<file path="config.mk">
export PLATFORM = sky130hd
export DESIGN_NAME = riscv_core_mul_final_adder
export DESIGN_NICKNAME = d
export VERILOG_FILES = /design/src/rtl/riscv_core_mul_final_adder.sv
export SDC_FILE = /design/constraint.sdc
export NUM_CORES = 1
export LEC_CHECK = 0
export BUFFER_PORTS_ARGS = -buffer_cell sky130_fd_sc_hd__buf_2
export CORE_ASPECT_RATIO = 2
export CORE_MARGIN = 10
export CORE_UTILIZATION = 57
export DETAILED_ROUTE_END_ITERATION = 7
export PLACE_DENSITY_LB_ADDON = 0.3
export SLEW_MARGIN = 5
export SYNTH_ARGS = -nofsm -noshare
export SYNTH_HDL_FRONTEND = slang
export SYNTH_SLANG_ARGS = --single-unit
</file>
<file path="constraint.sdc">
create_clock -name i_clk -period 11.9 [get_ports i_clk]
set_input_delay 1.19 -clock i_clk [delete_from_list [all_inputs] [get_ports i_clk]]
set_output_delay 1.19 -clock i_clk [all_outputs]
set_load 0.03 [all_outputs]
</file>
<file path="src/rtl/riscv_core_mul_final_adder.sv">
// rtl/riscv_core_mul_final_adder.sv - two-stage carry-propagate adder closing the multiplier datapath
// Low half added in stage 1, high half plus carry in stage 2, then low/high/word select.
module riscv_core_mul_final_adder #(
   parameter int XLEN  = 64,
   parameter int TAG_W = 5
) (
   input  logic                i_clk,
   input  logic                i_rst,
   input  logic                i_mul_final_adder_valid,
   output logic                o_mul_final_adder_ready,
   input  logic [2*XLEN-1:0]   i_mul_final_adder_sum,
   input  logic [2*XLEN-1:0]   i_mul_final_adder_carry,
   input  logic                i_mul_final_adder_high,
   input  logic                i_mul_final_adder_word,
   input  logic [TAG_W-1:0]    i_mul_final_adder_tag,
   output logic                o_mul_final_adder_valid,
   input  logic                i_mul_final_adder_ready,
   output logic [XLEN-1:0]     o_mul_final_adder_result,
   output logic [TAG_W-1:0]    o_mul_final_adder_tag
);

   logic              s1_vld;
   logic [XLEN-1:0]   s1_lo;
   logic              s1_c1;
   logic [XLEN-1:0]   s1_sum_hi;
   logic [XLEN-1:0]   s1_carry_hi;
   logic              s1_high;
   logic              s1_word;
   logic [TAG_W-1:0]  s1_tag;

   logic              s2_free;
   logic              advance;
   logic              accept;
   logic [XLEN:0]     lo_sum;
   logic [XLEN-1:0]   hi_sum;
   logic [XLEN-1:0]   word_res;
   logic [XLEN-1:0]   sel_res;

   assign s2_free                 = !o_mul_final_adder_valid || i_mul_final_adder_ready;
   assign advance                 = s1_vld && s2_free;
   assign o_mul_final_adder_ready = !s1_vld || s2_free;
   assign accept                  = i_mul_final_adder_valid && o_mul_final_adder_ready;

   assign lo_sum   = {1'b0, i_mul_final_adder_sum[XLEN-1:0]} + {1'b0, i_mul_final_adder_carry[XLEN-1:0]};
   // Final carry-out of the high half is dropped: product is modulo 2^(2*XLEN).
   assign hi_sum   = s1_sum_hi + s1_carry_hi + {{(XLEN-1){1'b0}}, s1_c1};
   assign word_res = {{(XLEN-32){s1_lo[31]}}, s1_lo[31:0]};

   always_comb begin
      sel_res = s1_lo;
      if (s1_word)
         sel_res = word_res;
      else if (s1_high)
         sel_res = hi_sum;
   end

   always_ff @(posedge i_clk or posedge i_rst) begin
      if (i_rst) begin
         s1_vld      <= 1'b0;
         s1_lo       <= '0;
         s1_c1       <= 1'b0;
         s1_sum_hi   <= '0;
         s1_carry_hi <= '0;
         s1_high     <= 1'b0;
         s1_word     <= 1'b0;
         s1_tag      <= '0;
      end else if (accept) begin
         s1_vld      <= 1'b1;
         s1_lo       <= lo_sum[XLEN-1:0];
         s1_c1       <= lo_sum[XLEN];
         s1_sum_hi   <= i_mul_final_adder_sum[2*XLEN-1:XLEN];
         s1_carry_hi <= i_mul_final_adder_carry[2*XLEN-1:XLEN];
         s1_high     <= i_mul_final_adder_high;
         s1_word     <= i_mul_final_adder_word;
         s1_tag      <= i_mul_final_adder_tag;
      end else if (advance) begin
         s1_vld      <= 1'b0;
      end
   end

   // Output register reloads on advance even while a transfer drains it in the same cycle.
   always_ff @(posedge i_clk or posedge i_rst) begin
      if (i_rst) begin
         o_mul_final_adder_valid  <= 1'b0;
         o_mul_final_adder_result <= '0;
         o_mul_final_adder_tag    <= '0;
      end else if (advance) begin
         o_mul_final_adder_valid  <= 1'b1;
         o_mul_final_adder_result <= sel_res;
         o_mul_final_adder_tag    <= s1_tag;
      end else if (i_mul_final_adder_ready) begin
         o_mul_final_adder_valid  <= 1'b0;
      end
   end

endmodule

</file>
==> results.toml <==
[status]
status = "complete, but fails checks"
violations = "design-rule violations"

[worst_setup_path]
cpLargestDelayFamily = "compound AO/OA/AOI/OAI gates"
worst-path-buf-inv = 1
critPathKind = "in -> reg"
path_max_fanout = 4
crit_slowest_cell = "o21ai_0"
crit_arrival_ns = 4.57
cp_cell_sequence = "buf_2 > ha_1 > fa_1 > a21o_1 > a221o_1 > a41oi_1 > a21oi_1 > o21ai_0 > a31oi_1 > a21oi_1 > o31a_1 > xor2_1 > o21ai_0"
crit_required_ns = 12.32
end_kind = "register"
max_stage_delay_ns = 0.47
critPathLaunchType = "input pin"

[global_routing]
grt_pass1_wl_um = 92200
grt_max_degree = 134
track_usage_pct = 28.9
grt_overflow = 0
antenna_found_initial = 0
grt_pass1_vias = 17745

[place]
port_buffers = 337
dpl_cell_area_um2 = 19600
hpwlAfterDp_um = 46900
gp_congestion = 0.948

[drt]
dr.pass1.iters = 8
wl_per_cell_um = 20.3
drtIter0Drc = 971
vias_per_cell = 5.92
via_count = 17218
drcViolationCount = 2
drtAntennaViolNets = 0
routed_wl_um = 59100

[pwr]
p_leak_nw = 10.4
powerDensity_nw_per_um2 = 173
irDropWorstVdd_v = 0.000151

[synth]
syn_avg_cell_area_um2 = 8.00
synthesis.nets = 2626
netlist_area_um2 = 17800
ys.flop_type = "dfrtp_1"
synth_cell_types = 71
synth_edf_count = 0
synth-seq-area-share_pct = 38.0
yosysWarnings = 0
synth_seq_cells = 271
netlist_instances = 2230
ys_top_cells_by_area = "dfrtp_1 (38%), nand2_1 (13%), ha_1 (8.8%)"
synth_top_area_cell = "dfrtp_1"
synthDominantCellAreaShare_pct = 38.0
ys_async_sr_fraction_pct = 100

[sta]
hold_violations = 0
rsz0062_at_grt = "no"
clock-skew-final_ns = 0.00988
setup_tns_ns = 0
max_slew_margin_pct = 23.5
setup_viol = 0
clock.fmax_mhz = 241
final-max-slew-violation-count = 0
fin_crit_sh_pct = 34.9
min_period_ns = 4.15
worstMarginPinSlew_ns = 1.15

[clock_tree]
htreeDepth = 1
cts_tree = "built"
cts_buffer_depth = 3
cts-hold-fix-buffers = 0
post_cts_buffers = 0
cts_root_buf = "clkbuf_16"
path_clk_slew_ns = 0.07
clk_latency_ns = 0.55
cts_resized = 0
clock-sinks = 271
cts_buffers = 25

[floorplanning]
dieArea_um2 = 39200
core.rowCount = 91
die_x_um = 145
initial_core_util_pct = 57.8
fp.dieH_um = 270
num_io_pins = 338
core_um2 = 30900

[layout]
final_nets = 2867
drive_gt1_share_pct = 16.9
areaGrowthSynthToFinish_pct = 15.1
n_antenna_cell = 0
final_cell_area_um2 = 20500

[min_path]
hp-class = "reg -> reg"

[job]
cap_violations = 0
final cells by class:
cell class                 instances  area [um2]
clock inverter                    16         225
multi-input combinational       1803       10500
tap                              418         523
timing repair buffer             345        1750
sequential                       271        6780
fill                            2751       10300
clock buffer                      30         674
inverter                          25         101
tightest hold or removal path, stage by stage (launching register included):
cell and delay (ns):
dfrtp_1 0.34, nand2_1 0.05, nand2_1 0.05
cell families after synthesis:
kind of cell,count (synthesis),share of synthesized area (%)
and+or+nand+nor,922,21.7
xor gates and xnor gates,107,5.25
adders and majority gates,129,9.17
AOI/OAI and AO/OA,641,22.4
DFF,271,38.0
buffers and inverters,156,3.30
muxes,4,0.231
sequential cells by signal, summed over array words and instances, names as in the netlist:
register and cells:
o_mul_final_adder_tag 5, o_mul_final_adder_result 64, s1_word 1, s1_c1 1, o_mul_final_adder_valid 1, s1_lo 64, s1_sum_hi 64, s1_tag 5
s1_high 1, s1_carry_hi 64, s1_vld 1
where the power goes:
group          switching [mW]  internal, mW  leakage [nW]
Combinational           0.926         0.482          6.63
Clock                   0.374         0.516         0.439
Sequential              0.151          1.11          3.29
Total                    1.45          2.11          10.4
cells in the mapped netlist, types with 7 or more instances:
cell,number
ha_1,126
nand2b_1,13
nor2_1,105
nand4_1,36
o211ai_1,11
inv_1,25
xor2_1,42
or2_2,7
nand2_1,634
clkbuf_1,125
o21ai_0,183
a21oi_1,191
o21a_1,15
dfrtp_1,271
a31oi_1,31
o31ai_1,10
nand3_1,41
a21o_1,80
and3_1,18
o21bai_1,16
xnor2_1,65
a21boi_0,7
and2_1,13
a221oi_1,23
nor3_1,23
a211oi_1,12
placed cells by master (no fill, tap or decap), drive strengths merged, types with 8 or more instances in the layout:
| cell type | synthesis | final |
|---|---|---|
| a211oi | 13 | 13 |
| a21o | 83 | 83 |
| a21oi | 193 | 193 |
| a221oi | 23 | 23 |
| a31oi | 31 | 31 |
| and2 | 13 | 13 |
| and3 | 18 | 18 |
| buf | 6 | 345 |
| clkbuf | 125 | 30 |
| clkinv | 0 | 8 |
| dfrtp | 271 | 271 |
| ha | 126 | 126 |
| inv | 25 | 26 |
| nand2 | 634 | 634 |
| nand2b | 13 | 13 |
| nand3 | 41 | 41 |
| nand4 | 36 | 36 |
| nor2 | 105 | 105 |
| nor3 | 23 | 23 |
| o211ai | 13 | 13 |
| o21a | 15 | 15 |
| o21ai | 185 | 185 |
| o21bai | 16 | 16 |
| o31ai | 11 | 11 |
| xnor2 | 65 | 65 |
| xor2 | 42 | 42 |
stage by stage:
| stage | power (mW) | worst slack, ns | util (%) | hold WS (ns) | instances |
|---|---|---|---|---|---|
| floorplan | 2.18 | 3.24 | - | 0.438 | 2230 |
| global placement | 2.64 | 7.32 | 63.7 | 0.447 | 2862 |
| detailed placement | 2.66 | 7.23 | 63.7 | 0.458 | 2862 |
| CTS | 3.56 | 7.79 | 66.6 | 0.480 | 2908 |
| global route | 3.74 | 7.48 | 66.6 | 0.493 | 2908 |
| finish | 3.56 | 7.75 | 66.6 | 0.477 | 2908 |
layer usage:
| metal | global-route usage (%) | part of all wire [%] | up-vias |
|---|---|---|---|
| met2 | 56.7 | 55 | 629 |
| met4 | 18.4 | 6.8 | 0 |
| met5 | 0 | 0 | - |
| li1 | - | - | 8258 |
| met3 | 4.38 | 5.0 | 204 |
| met1 | 26.6 | 33 | 8127 |
path summary, 6_finish.rpt:
kind                                               start                      endpoint  slack [ns]  cells after the start
worst max-delay path            i_mul_final_adder_sum[0]                     s1_lo[62]        7.75                     13
worst min-delay path                           s1_tag[3]      o_mul_final_adder_tag[3]        0.48                      2
worst max register to register                     s1_c1  o_mul_final_adder_result[50]        7.84                     12
worst min register to register                 s1_tag[3]      o_mul_final_adder_tag[3]        0.48                      2
max in group asynchronous                          i_rst   o_mul_final_adder_result[0]        8.81                      4
min in group asynchronous                          i_rst               s1_carry_hi[50]        0.79                      2
(Power assumes the default switching activity.)
